## src/rtl/swim_pkg.sv

```systemverilog
// swim_pkg: command codes, status bytes, FSM states and a byte-saturation helper
// shared by the SWIM command sequencer.
package swim_pkg;
  localparam logic [7:0] CMD_ENTRY   = 8'h01;
  localparam logic [7:0] CMD_LRST    = 8'h02;
  localparam logic [7:0] CMD_SYNC    = 8'h03;
  localparam logic [7:0] ST_OK_BIT   = 8'h80;
  localparam logic [7:0] ST_FAIL_BIT = 8'hC0;
  localparam logic [7:0] ST_UNKNOWN  = 8'hEE;

  typedef enum logic [2:0] {IDLE, ENTRY_WAIT, LRST, SYNC_HIGH, SYNC_LOW, RESP0, RESP1} state_t;

  function automatic logic [7:0] sat_byte(input logic [31:0] v);
    return (v > 32'd255) ? 8'hFF : v[7:0];
  endfunction
endpackage

```

## src/rtl/swim_pulse_meter.sv

```systemverilog
// swim_pulse_meter: 2-flop synchronizer for the SWIM pad plus a saturating
// low-width counter; width counts every uncleared cycle, pulse_done marks the rising edge.
module swim_pulse_meter #(
  parameter int CNT_W = 21
) (
  input  logic             clk,
  input  logic             rst,
  input  logic             swim_i,
  input  logic             clear_i,
  output logic             swim_s_o,
  output logic             pulse_done_o,
  output logic [CNT_W-1:0] width_o
);
  logic             s1_q, s2_q, s3_q;
  logic [CNT_W-1:0] width_q, width_d;

  assign width_d = clear_i ? '0 : width_q + CNT_W'(~&width_q);

  always_ff @(posedge clk)
    if (!rst) begin
      s1_q    <= 1'b1;
      s2_q    <= 1'b1;
      s3_q    <= 1'b1;
      width_q <= '0;
    end else begin
      s1_q    <= swim_i;
      s2_q    <= s1_q;
      s3_q    <= s2_q;
      width_q <= width_d;
    end

  assign swim_s_o     = s2_q;
  assign pulse_done_o = s2_q & ~s3_q;
  assign width_o      = width_q;
endmodule

```

## src/rtl/swim_cmd_ctrl.sv

```systemverilog
// swim_cmd_ctrl: byte-command sequencer between the UART streams and the SWIM line
// (entry pulse, line reset, sync-pulse capture) returning status bytes to the host.
module swim_cmd_ctrl
  import swim_pkg::*;
#(
  parameter int LRST_CYCLES     = 6144,
  parameter int SYNC_MIN_CYCLES = 640,
  parameter int TIMEOUT_CYCLES  = 48000,
  parameter int ENTRY_TIMEOUT   = 1048576,
  parameter int CNT_W           = 21
) (
  input  logic       clk,
  input  logic       rst,
  input  logic [7:0] uart_out_data,
  input  logic       uart_out_valid,
  output logic       uart_out_ready,
  output logic [7:0] uart_in_data,
  output logic       uart_in_valid,
  input  logic       uart_in_ready,
  output logic       entry_en,
  input  logic       entry_rdy,
  output logic       swim_drive_low,
  input  logic       swim_in,
  output logic       busy
);
  state_t           state_q;
  logic [CNT_W-1:0] cnt_q, width;
  logic [7:0]       data_q, resp1_q;
  logic             valid_q, has2_q, entry_en_q, drive_q;
  logic             swim_s, pulse_done, meter_clear, hs, sync_ok, sync_to;

  swim_pulse_meter #(.CNT_W(CNT_W)) u_meter (
    .clk          (clk),
    .rst          (rst),
    .swim_i       (swim_in),
    .clear_i      (meter_clear),
    .swim_s_o     (swim_s),
    .pulse_done_o (pulse_done),
    .width_o      (width)
  );

  // The low-detect cycle in SYNC_HIGH is already counted, so width equals the full low time.
  assign meter_clear = !(state_q == SYNC_LOW || (state_q == SYNC_HIGH && !swim_s));
  assign hs          = valid_q && uart_in_ready;
  assign sync_ok     = state_q == SYNC_LOW && pulse_done && width >= CNT_W'(SYNC_MIN_CYCLES);
  assign sync_to     = cnt_q == CNT_W'(TIMEOUT_CYCLES - 1);

  always_ff @(posedge clk)
    if (!rst) begin
      state_q    <= IDLE;
      cnt_q      <= '0;
      data_q     <= '0;
      resp1_q    <= '0;
      valid_q    <= 1'b0;
      has2_q     <= 1'b0;
      entry_en_q <= 1'b0;
      drive_q    <= 1'b0;
    end else begin
      entry_en_q <= 1'b0;
      case (state_q)
        IDLE: if (uart_out_valid) begin
          cnt_q  <= '0;
          has2_q <= 1'b0;
          if (uart_out_data == CMD_ENTRY) begin
            state_q    <= ENTRY_WAIT;
            entry_en_q <= 1'b1;
          end else if (uart_out_data == CMD_LRST) begin
            state_q <= LRST;
            drive_q <= 1'b1;
          end else if (uart_out_data == CMD_SYNC) begin
            state_q <= SYNC_HIGH;
          end else begin
            state_q <= RESP0;
            data_q  <= ST_UNKNOWN;
            valid_q <= 1'b1;
          end
        end
        ENTRY_WAIT: if (entry_rdy || cnt_q == CNT_W'(ENTRY_TIMEOUT - 1)) begin
          state_q <= RESP0;
          valid_q <= 1'b1;
          data_q  <= (entry_rdy ? ST_OK_BIT : ST_FAIL_BIT) | CMD_ENTRY;
        end else begin
          cnt_q <= cnt_q + CNT_W'(1);
        end
        LRST: if (cnt_q == CNT_W'(LRST_CYCLES - 1)) begin
          drive_q <= 1'b0;
          state_q <= RESP0;
          valid_q <= 1'b1;
          data_q  <= ST_OK_BIT | CMD_LRST;
        end else begin
          cnt_q <= cnt_q + CNT_W'(1);
        end
        SYNC_HIGH, SYNC_LOW: begin
          cnt_q <= cnt_q + CNT_W'(1);
          if (sync_ok || sync_to) begin
            state_q <= RESP0;
            valid_q <= 1'b1;
            has2_q  <= sync_ok;
            data_q  <= (sync_ok ? ST_OK_BIT : ST_FAIL_BIT) | CMD_SYNC;
            resp1_q <= sat_byte(32'(width >> 4));
          end else if (state_q == SYNC_HIGH && !swim_s) begin
            state_q <= SYNC_LOW;
          end else if (state_q == SYNC_LOW && pulse_done) begin
            state_q <= SYNC_HIGH;
          end
        end
        RESP0: if (hs) begin
          state_q <= has2_q ? RESP1 : IDLE;
          valid_q <= has2_q;
          data_q  <= has2_q ? resp1_q : data_q;
        end
        RESP1: if (hs) begin
          state_q <= IDLE;
          valid_q <= 1'b0;
        end
        default: state_q <= IDLE;
      endcase
    end

  assign uart_out_ready = state_q == IDLE;
  assign busy           = state_q != IDLE;
  assign uart_in_valid  = valid_q;
  assign uart_in_data   = data_q;
  assign entry_en       = entry_en_q;
  assign swim_drive_low = drive_q;
endmodule

```

## config.mk

```make
export PLATFORM = sky130hd
export DESIGN_NAME = swim_cmd_ctrl
export DESIGN_NICKNAME = d
export VERILOG_FILES = /design/src/rtl/swim_pkg.sv /design/src/rtl/swim_pulse_meter.sv /design/src/rtl/swim_cmd_ctrl.sv
export SDC_FILE = /design/constraint.sdc
export NUM_CORES = 1
export LEC_CHECK = 0
export BUFFER_PORTS_ARGS = -buffer_cell sky130_fd_sc_hd__buf_2
export CAP_MARGIN = 10
export CORE_MARGIN = 2
export CORE_UTILIZATION = 60
export CTS_CLUSTER_DIAMETER = 50
export DETAILED_ROUTE_END_ITERATION = 8
export PLACE_DENSITY = 0.82
export SLEW_MARGIN = 30
export SYNTH_ARGS = -nofsm -noshare
export SYNTH_HDL_FRONTEND = slang
export SYNTH_SLANG_ARGS = --single-unit
```

## constraint.sdc

```tcl
create_clock -name clk -period 4.25 [get_ports clk]
set_clock_uncertainty 0.1 [all_clocks]
set_input_delay 0.2125 -clock clk [delete_from_list [all_inputs] [get_ports clk]]
set_output_delay 0.2125 -clock clk [all_outputs]
set_load 0.01 [all_outputs]
```

==> results of run 1 <==
[cells in the mapped netlist, types with 2 or more instances]
cell	instances
a21oi_1	19
a311oi_2	2
a31oi_1	5
and2_1	4
and3_1	6
and4_1	4
buf_2	2
clkbuf_1	18
dfxtp_1	68
ha_1	3
inv_1	8
mux2i_1	3
nand2_1	25
nand2_2	2
nand2b_1	7
nand3_1	25
nand3b_1	4
nand4_1	19
nand4b_1	3
nor2_1	50
nor2b_1	4
nor3_1	6
nor3_4	2
nor4_1	2
nor4_4	2
nor4b_1	2
o211ai_1	2
o21ai_0	16
o221a_1	13
o31ai_1	2
or2_2	2
or3_1	9
or4_4	2
xnor2_1	3
xor2_1	30
[report_power, final]
| part | leakage, nW | internal (mW) | switching [mW] | total, mW |
|---|---|---|---|---|
| Combinational | 0.712 | 0.227 | 0.345 | 0.572 |
| Clock | 0.0917 | 0.221 | 0.246 | 0.467 |
| Sequential | 0.551 | 0.694 | 0.0782 | 0.772 |
[layer usage]
layer	vias to the layer above	routed length (um)	GRT usage [%]
li1	1501	-	-
met1	1422	3558	34.49
met2	100	3296	37.67
met4	0	174	11.53
met3	19	440	6.900
met5	-	0	0
[critical path: stages, from the launching register on]
cell and delay (ns):
dfxtp_1 0.80, or3_1 0.33, nor2_1 0.13, a311oi_2 0.54, nand3_1 0.22, or3_1 0.35, a21oi_1 0.14
[how the worst max path moves through the flow]
stage	start	to	slack, ns	cells after the start
after floorplan	u_meter.width_o[10]	u_meter.width_o[18]	1.75	12
after global placement	state_q[1]	cnt_q[19]	1.63	6
after detailed placement	u_meter.width_o[10]	u_meter.width_o[18]	1.60	11
after CTS	u_meter.width_o[10]	u_meter.width_o[18]	1.57	11
after global routing	u_meter.width_o[10]	u_meter.width_o[18]	1.32	11
final	state_q[1]	cnt_q[19]	1.55	6
[flip-flops by register name, summed over array words and instances (netlist names)]
register	flops
uart_in_valid	1
u_meter.s1_q	1
u_meter.s3_q	1
state_q	3
cnt_q	21
uart_in_data	8
has2_q	1
resp1_q	8
u_meter.width_o	21
u_meter.swim_s_o	1
entry_en	1
swim_drive_low	1
[cell families (layout without fill, tap and decap cells)]
| group | after synthesis | after routing | synth area share (%) |
|---|---|---|---|
| flip-flops | 68 | 68 | 39.31 |
| multiplexers | 3 | 3 | 0.8671 |
| buffers and inverters | 28 | 54 | 3.107 |
| AO/OA/AOI/OAI | 76 | 76 | 17.12 |
| AND/OR/NAND/NOR | 186 | 186 | 30.17 |
| XOR/XNOR | 33 | 33 | 8.345 |
| adder cells (fa/ha/maj) | 3 | 3 | 1.084 |
[final cells by class]
cell class                 instances  area share [%]
tap                               72           2.361
timing repair buffer              31           4.526
sequential                        68           35.68
clock inverter                     5          0.7543
inverter                           8          0.7871
multi-input combinational        301           52.28
clock buffer                      10           3.608
[stage by stage]
stage               total power [mW]  hold slack, ns  instances  setup WS (ns)  utilization [%]
floorplan                      1.204          0.1888        397          1.747                -
global placement               1.343          0.2939        478          1.629            65.49
detailed placement             1.348          0.3009        478          1.597            65.49
CTS                            1.810         0.02165        495          1.571            68.86
global route                   1.917         0.03985        495          1.325            68.86
finish                         1.811         0.02556        495          1.551            68.86
==> flow_summary.yaml, run 1 <==
timing:
  tightest_slew_ns: 0.7445
  slew_violations: 0
  finalSetupViolCount: 0
  hold_violations: 0
  slew_headroom_pct: 50.30
  setup-tns-final_ns: 0
  min_period_ns: 2.699
  rsz0062_at_grt: "false"
  max_freq_mhz: 370.5
  period_share_pct: 63.50
hold_path:
  hold_end: "entry_en"
  hold_depth: 3
  hold_start: "uart_out_valid"
  hold_class: "primary input to flop"
place:
  portBuffers: 26
  dpl.hpwl_um: 5275
  postPlaceCellArea_sq_um: 3628
  gp_congestion: 0.9235
logic_synthesis:
  synth.largest_area_cell: "dfxtp_1"
  syn_area_per_cell_sq_um: 8.724
  synth-seq-cells: 68
  syn_area_sq_um: 3463
  yosys.cell_types.count: 58
  synth_area_leaders: "dfxtp_1 39%, xor2_1 7.6%, nor2_1 5.4%"
  synthesis.nets: 414
  ys_seq_area_share_pct: 39.31
  netlist.area_leader.share_pct: 39.31
  ys.flop_type: "dfxtp_1"
  yosysWarnings: 0
  syn_inst: 397
  async_flop_share_pct: 0
  synth_edf_count: 0
detailed_routing:
  drt_iter0_drc: 267
  wire_per_inst_um: 15.09
  antenna_left: 0
  first_pass_iters: 5
  dr_total_vias: 3042
  wl_um: 7469
  routed_via_density: 6.145
  route.detailed.drc: 0
setup_path:
  critical_path_required_ns: 4.43
  rr_endpoint: "cnt_q[19]"
  crit_fanout: 26
  rrSetupSlack_ns: 1.55
  reg2reg_depth: 6
  reg2reg_from: "state_q[1]"
  crit_type: "flop to flop"
  critPathLaunchType: "flop"
  arrival_ns: 2.88
  crit_path_end_kind: "flop"
cells_and_area:
  multi_input_area_sq_um: 1994
  nets: 436
  fillers: 475
  final_cell_mix: "68 x dfxtp_1, 50 x nor2_1, 30 x xor2_1"
  final_common_cell: "dfxtp_1"
  n_antenna_cell: 0
  drive_gt1_share_pct: 15.37
  areaGrowthSynthToFinish_pct: 10.15
  seq_area_sq_um: 1361
  finalInstanceArea_sq_um: 3815
power_and_ir_drop:
  powerDensity_nw_per_um2: 474.8
  ir_drop_mv: 0.3160
  p_leak_nw: 1.355
floorplan:
  dieArea_sq_um: 6396
  die-width_um: 79.98
  ios: 27
  rows: 27
  die_h_um: 79.98
  start_util_pct: 62.51
  core_region_area_sq_um: 5540
clock_tree:
  clock_path_buffers: 2
  clkSlewWorstSetupHoldPaths_ns: 0.07
  clock_latency_ns: 0.35
  cts_buffers: 9
  cts.sinks: 68
  root_buffer: "clkbuf_8"
  cts_hold_buffers: 2
  cts_resized: 0
  h-tree-depth: 3
  cts_tree: "done"
  post_cts_buffers: 0
global_route:
  grt_pass1_vias: 2744
  grt.total_usage_pct: 25.46
  grt_max_degree: 28
  antenna_found_initial: 0
  grt-ovfl-total: 0
  grt_pass1_wl_um: 12830
flow_run:
  cap_violations: 0
run_status:
  status: "complete, no violations"
(Power assumes the default switching activity.)
==> run 2, diff against run 1 <==
--- a/config.mk
+++ b/config.mk
@@ -5,13 +5,14 @@
 export SDC_FILE = /design/constraint.sdc
 export NUM_CORES = 1
 export LEC_CHECK = 0
+export ABC_AREA = 1
 export BUFFER_PORTS_ARGS = -buffer_cell sky130_fd_sc_hd__buf_2
 export CAP_MARGIN = 10
 export CORE_MARGIN = 2
-export CORE_UTILIZATION = 60
+export CORE_UTILIZATION = 55
 export CTS_CLUSTER_DIAMETER = 50
 export DETAILED_ROUTE_END_ITERATION = 8
-export PLACE_DENSITY = 0.82
+export PLACE_DENSITY = 0.79
 export SLEW_MARGIN = 30
 export SYNTH_ARGS = -nofsm -noshare
 export SYNTH_HDL_FRONTEND = slang
==> constraint.sdc (replaced) <==
create_clock -name clk -period 2.3 [get_ports clk]
set_clock_uncertainty 0.1 [all_clocks]
set_input_delay 0.115 -clock clk [delete_from_list [all_inputs] [get_ports clk]]
set_output_delay 0.115 -clock clk [all_outputs]
set_load 0.01 [all_outputs]
==> flow_summary.yaml, run 2 <==
floorplan:
  die_h_um: 87.97
  start_util_pct: 57.07
  die-width_um: 87.97
  dieArea_sq_um: 7738
  ios: 27
  core_region_area_sq_um: 6794
  rows: 30
clock_tree:
  clock_latency_ns: 0.36
  cts_buffers: 9
  root_buffer: "clkbuf_8"
  clkSlewWorstSetupHoldPaths_ns: 0.08
  cts_tree: "done"
  cts.sinks: 68
  h-tree-depth: 3
  post_cts_buffers: 0
  clock_path_buffers: 2
timing:
  tightest_slew_ns: 0.5329
  slew_violations: 0
  period_share_pct: 98.78
  min_period_ns: 2.272
  hold_violations: 0
  finalSetupViolCount: 0
  slew_headroom_pct: 64.39
  max_freq_mhz: 440.2
logic_synthesis:
  syn_inst: 589
  ys_seq_area_share_pct: 35.11
  netlist_top_cells_count: "145 x nand2_1, 101 x nor2_1, 68 x dfxtp_1"
  yosysWarnings: 0
  synth-seq-cells: 68
  yosys.cell_types.count: 40
  async_flop_share_pct: 0
  synth_edf_count: 0
  synth.largest_area_cell: "dfxtp_1"
  syn_area_per_cell_sq_um: 6.583
  synth_area_leaders: "dfxtp_1 35%, nand2_1 14%, nor2_1 9.8%"
  ys.flop_type: "dfxtp_1"
  synth.most_common_cell: "nand2_1"
  netlist.area_leader.share_pct: 35.11
  synthesis.nets: 606
  syn_area_sq_um: 3877
global_route:
  grt-ovfl-total: 0
  grt_util_met3_pct: 3.770
  grt_pass1_wl_um: 15270
  grtUsageMet1_pct: 31.81
  antenna_found_initial: 0
  met2_usage_pct: 41.05
  grt_pass1_vias: 3523
  grt.busiest_layer: "met2"
  grt_max_degree: 26
  grt.total_usage_pct: 25.00
detailed_routing:
  route.detailed.drc: 0
  wl_um: 9353
  first_pass_iters: 5
  drt_iter0_drc: 223
  dr_total_vias: 3907
  wire_per_inst_um: 12.74
  antenna_left: 0
  routed_via_density: 5.323
power_and_ir_drop:
  powerDensity_nw_per_um2: 893.5
  p_leak_nw: 1.862
  p_total_mw: 4.071
  ir_drop_mv: 0.5948
setup_path:
  crit_type: "flop to flop"
  critPathLaunchType: "flop"
  crit_path_end_kind: "flop"
  arrival_ns: 2.41
  crit_fanout: 3
  critical_path_required_ns: 2.44
cells_and_area:
  fin_cells: 734
  nets: 650
  final_cell_mix: "141 x nand2_1, 97 x nor2_1, 66 x dfxtp_1"
  final_common_cell: "nand2_1"
  drive_gt1_share_pct: 19.59
  n_antenna_cell: 0
  areaGrowthSynthToFinish_pct: 17.52
place:
  gp_congestion: 0.8999
  portBuffers: 26
  dp_cells: 716
  dpl.hpwl_um: 6513
hold_path:
  hold_class: "primary input to flop"
run_status:
  status: "complete, no violations"
flow_run:
  cap_violations: 0
[run 2: cell types whose count changed after synthesis, moves of 13 or more]
cell,before,now
a21oi_1,19,42
xor2_1,30,13
inv_1,8,48
o221a_1,13,0
nor3_1,6,26
clkbuf_1,18,5
nor2_1,50,101
nand2_1,25,145
[run 2: timing repair]
item,4_1_cts,5_1_grt
hold endpoints to repair,2,0
endpoints found under the setup margin,6,47
pin swaps,0,6
gates resized for setup,5,29
hold buffers,2,0
[run 2: kinds of logic after synthesis]
kind of cell    count (synthesis)  share of synthesized area, %
flops                          68                         35.11
buf+inv                        74                         8.067
fa+ha+maj                       3                        0.9682
xor+xnor                       19                         4.292
compound gates                 69                         9.358
simple gates                  356                         42.21
[run 2: metal layers]
metal | share of wire (%) | wire length [um] | vias to the layer above
met3 | 4.6 | 426 | 32
met5 | 0 | 0 | -
met4 | 3.0 | 278 | 0
met2 | 48 | 4523 | 120
li1 | - | - | 1977
met1 | 44 | 4125 | 1778
[run 2: per-stage QoR]
stage	utilization (%)	area (sq um)	hold slack, ns	worst slack (ns)	setup TNS (ns)
2_1_floorplan	-	3877	0.1216	0.01745	0
3_3_place_gp	61.69	4192	0.2270	-0.04241	-0.04241
3_5_place_dp	61.69	4192	0.2261	-0.1092	-0.2567
4_1_cts	65.51	4451	0.007038	0.005583	0
5_1_grt	67.07	4557	0.04772	-0.1280	-0.4573
6_report	67.07	4557	0.02072	0.02812	0
[run 2: worst paths after layout]
path | startpoint | endpoint | slack [ns] | depth (start not counted)
min reg2reg | u_meter.s1_q | u_meter.swim_s_o | 0.32 | 1
max | u_meter.width_o[10] | u_meter.width_o[10] | 0.03 | 15
max reg2reg | u_meter.width_o[10] | u_meter.width_o[10] | 0.03 | 15
min | uart_out_data[2] | entry_en | 0.02 | 4
[run 2: cell type report]
cell class	instances	area, sq um
tap	96	120.1
fill	587	2237
inverter	58	221.5
multi-input combinational	447	2327
timing repair buffer	49	307.8
clock buffer	10	127.6
sequential	68	1364
clock inverter	6	88.84
[run 2: worst max-delay path, cell delays in order (launching register included)]
cell     delay, ns
dfxtp_2       0.34
nand2_2       0.08
inv_1         0.06
nand3_2       0.07
nor3_1        0.04
nand4_1       0.08
ha_2          0.22
ha_4          0.15
inv_1         0.06
nor2_2        0.11
nand3_2       0.13
nor2_4        0.18
buf_4         0.15
nand3_1       0.10
o21ai_0       0.21
a21oi_1       0.06
[run 2: power by group]
| group | internal, mW | switching [mW] | total (mW) | leakage, nW |
|---|---|---|---|---|
| Combinational | 0.518 | 1.05 | 1.57 | 1.21 |
| Sequential | 1.31 | 0.0949 | 1.40 | 0.553 |
| Clock | 0.610 | 0.489 | 1.10 | 0.102 |
| Total | 2.43 | 1.64 | 4.07 | 1.86 |
==> run 3, diff against run 2 <==
--- a/config.mk
+++ b/config.mk
@@ -8,6 +8,7 @@
 export ABC_AREA = 1
 export BUFFER_PORTS_ARGS = -buffer_cell sky130_fd_sc_hd__buf_2
 export CAP_MARGIN = 10
+export CORE_ASPECT_RATIO = 1.75
 export CORE_MARGIN = 2
 export CORE_UTILIZATION = 55
 export CTS_CLUSTER_DIAMETER = 50
==> flow_summary.yaml, run 3 (synthesis results as in run 2) <==
setup_path:
  cp_common_cell: "nand2_1"
  crit_path_end_kind: "flop"
  reg2reg_from: "u_meter.width_o[10]"
  worst_path_max_delay_cell: "dfxtp_2"
  reg2reg_depth: 15
  crit_fanout: 4
  critPathLaunchType: "flop"
  crit_chain: "nand2_2 > inv_2 > nand3_2 > nor3_2 > nand4_1 > ha_2 > buf_6 > nand3_4 > nor2_4 > nand2_1 > nor4_1 > buf_4 > nand2_1 > xor2_1 > nor2_1"
  crit_buf_inv: 3
  rr_endpoint: "u_meter.width_o[19]"
  crit_type: "flop to flop"
  cpPeakStageDelay_ns: 0.33
  rrSetupSlack_ns: 0.04
  crit_family: "simple AND/OR/NAND/NOR gates"
  critical_path_required_ns: 2.41
  arrival_ns: 2.38
place:
  dpl.hpwl_um: 8018
  portBuffers: 26
  dp_cells: 709
  gp_congestion: 0.9860
floorplan:
  die-width_um: 67.47
  die_h_um: 115.1
  start_util_pct: 56.55
  ios: 27
  core_region_area_sq_um: 6857
  dieArea_sq_um: 7764
  rows: 40
timing:
  hold_violations: 0
  slew_headroom_pct: 61.69
  max_freq_mhz: 441.5
  hold_slack_ns: 0.04505
  finalSetupViolCount: 0
  min_period_ns: 2.265
  tightest_slew_ns: 0.5734
  rsz0062_at_grt: "true"
  period_share_pct: 98.47
  slew_violations: 0
hold_path:
  hold_depth: 4
  hold_end: "entry_en"
  hold_start: "uart_out_data[2]"
  hold_class: "primary input to flop"
cells_and_area:
  nets: 660
  final_cell_mix: "139 x nand2_1, 97 x nor2_1, 65 x dfxtp_1"
  fin_cells: 732
  areaGrowthSynthToFinish_pct: 21.33
  utilization_pct: 68.61
  n_antenna_cell: 0
  drive_gt1_share_pct: 21.60
  final_common_cell: "nand2_1"
detailed_routing:
  dr_total_vias: 3976
  route.detailed.drc: 0
  wire_per_inst_um: 14.99
  wl_um: 10980
  routed_via_density: 5.432
  drt_iter0_drc: 179
  antenna_left: 0
  first_pass_iters: 5
flow_run:
  cap_violations: 0
clock_tree:
  clock_latency_ns: 0.34
  cts_buffers: 9
  clock_path_buffers: 2
  cts_tree: "done"
  clkSlewWorstSetupHoldPaths_ns: 0.05
  root_buffer: "clkbuf_16"
  cts.sinks: 68
  h-tree-depth: 3
global_route:
  grt.total_usage_pct: 29.17
  grt_pass1_wl_um: 16760
  grt_pass1_vias: 3872
  grt_max_degree: 26
  grt-ovfl-total: 0
  antenna_found_initial: 0
power_and_ir_drop:
  p_total_mw: 4.311
  powerDensity_nw_per_um2: 916.4
  ir_drop_mv: 0.5235
  p_leak_nw: 1.944
run_status:
  status: "complete, no violations"
[run 3: timing repair]
action / in CTS / in global routing
resized for setup: 5 / 40
endpoints found under the setup margin: 6 / 35
buffers inserted: 0 / 5
endpoints found under the hold margin: 2 / 0
gates cloned: 0 / 0
hold buffers: 2 / 0
pin swaps: 1 / 12
[run 3: area by class of cell]
cell class / instances / area (sq um)
fill: 584 / 2152
clock inverter: 2 / 10.01
clock buffer: 14 / 254.0
tap: 84 / 105.1
inverter: 58 / 219.0
sequential: 68 / 1365
timing repair buffer: 59 / 386.6
multi-input combinational: 447 / 2365
[run 3: worst reg2reg max path, delay by kind of cell (launching register included)]
kind / cells / cell delay, ns
simple gates: 10 / 0.98
buf+inv: 3 / 0.36
flops: 1 / 0.33
fa+ha+maj: 1 / 0.23
xor+xnor: 1 / 0.12
[run 3: per-layer routing]
metal | wire length, um | vias up | track usage [%] | share of wire (%)
li1 | - | 1996 | - | -
met5 | 0 | - | 0 | 0
met4 | 595 | 0 | 18.64 | 5.4
met1 | 3567 | 1846 | 23.03 | 32
met2 | 6475 | 89 | 59.08 | 59
met3 | 337 | 45 | 5.871 | 3.1
[run 3: how the worst max path moves through the flow]
stage                        startpoint             endpoint  slack [ns]  depth (start not counted)
finish              u_meter.width_o[10]  u_meter.width_o[19]        0.04                         15
global route         u_meter.width_o[5]  u_meter.width_o[19]       -0.11                         13
CTS                 u_meter.width_o[15]  u_meter.width_o[18]       0.004                         14
detailed placement  u_meter.width_o[10]  u_meter.width_o[20]       -0.05                         16
global placement    u_meter.width_o[15]  u_meter.width_o[18]        0.05                         14
floorplan            u_meter.width_o[9]  u_meter.width_o[20]        0.02                         16
[run 3: metrics by stage]
stage / TNS [ns] / worst slack (ns) / instance area [sq um]
floorplan: 0 / 0.01745 / 3877
global placement: 0 / 0.05188 / 4214
detailed placement: -0.06684 / -0.04569 / 4214
CTS: 0 / 0.004197 / 4514
global route: -0.4693 / -0.1118 / 4705
finish: 0 / 0.03514 / 4705
[run 3: power by group]
group / switching, mW / internal (mW) / leakage, nW
sequential: 0.0973 / 1.31 / 0.554
combinational: 1.14 / 0.526 / 1.26
clock: 0.489 / 0.756 / 0.131
total: 1.72 / 2.59 / 1.94
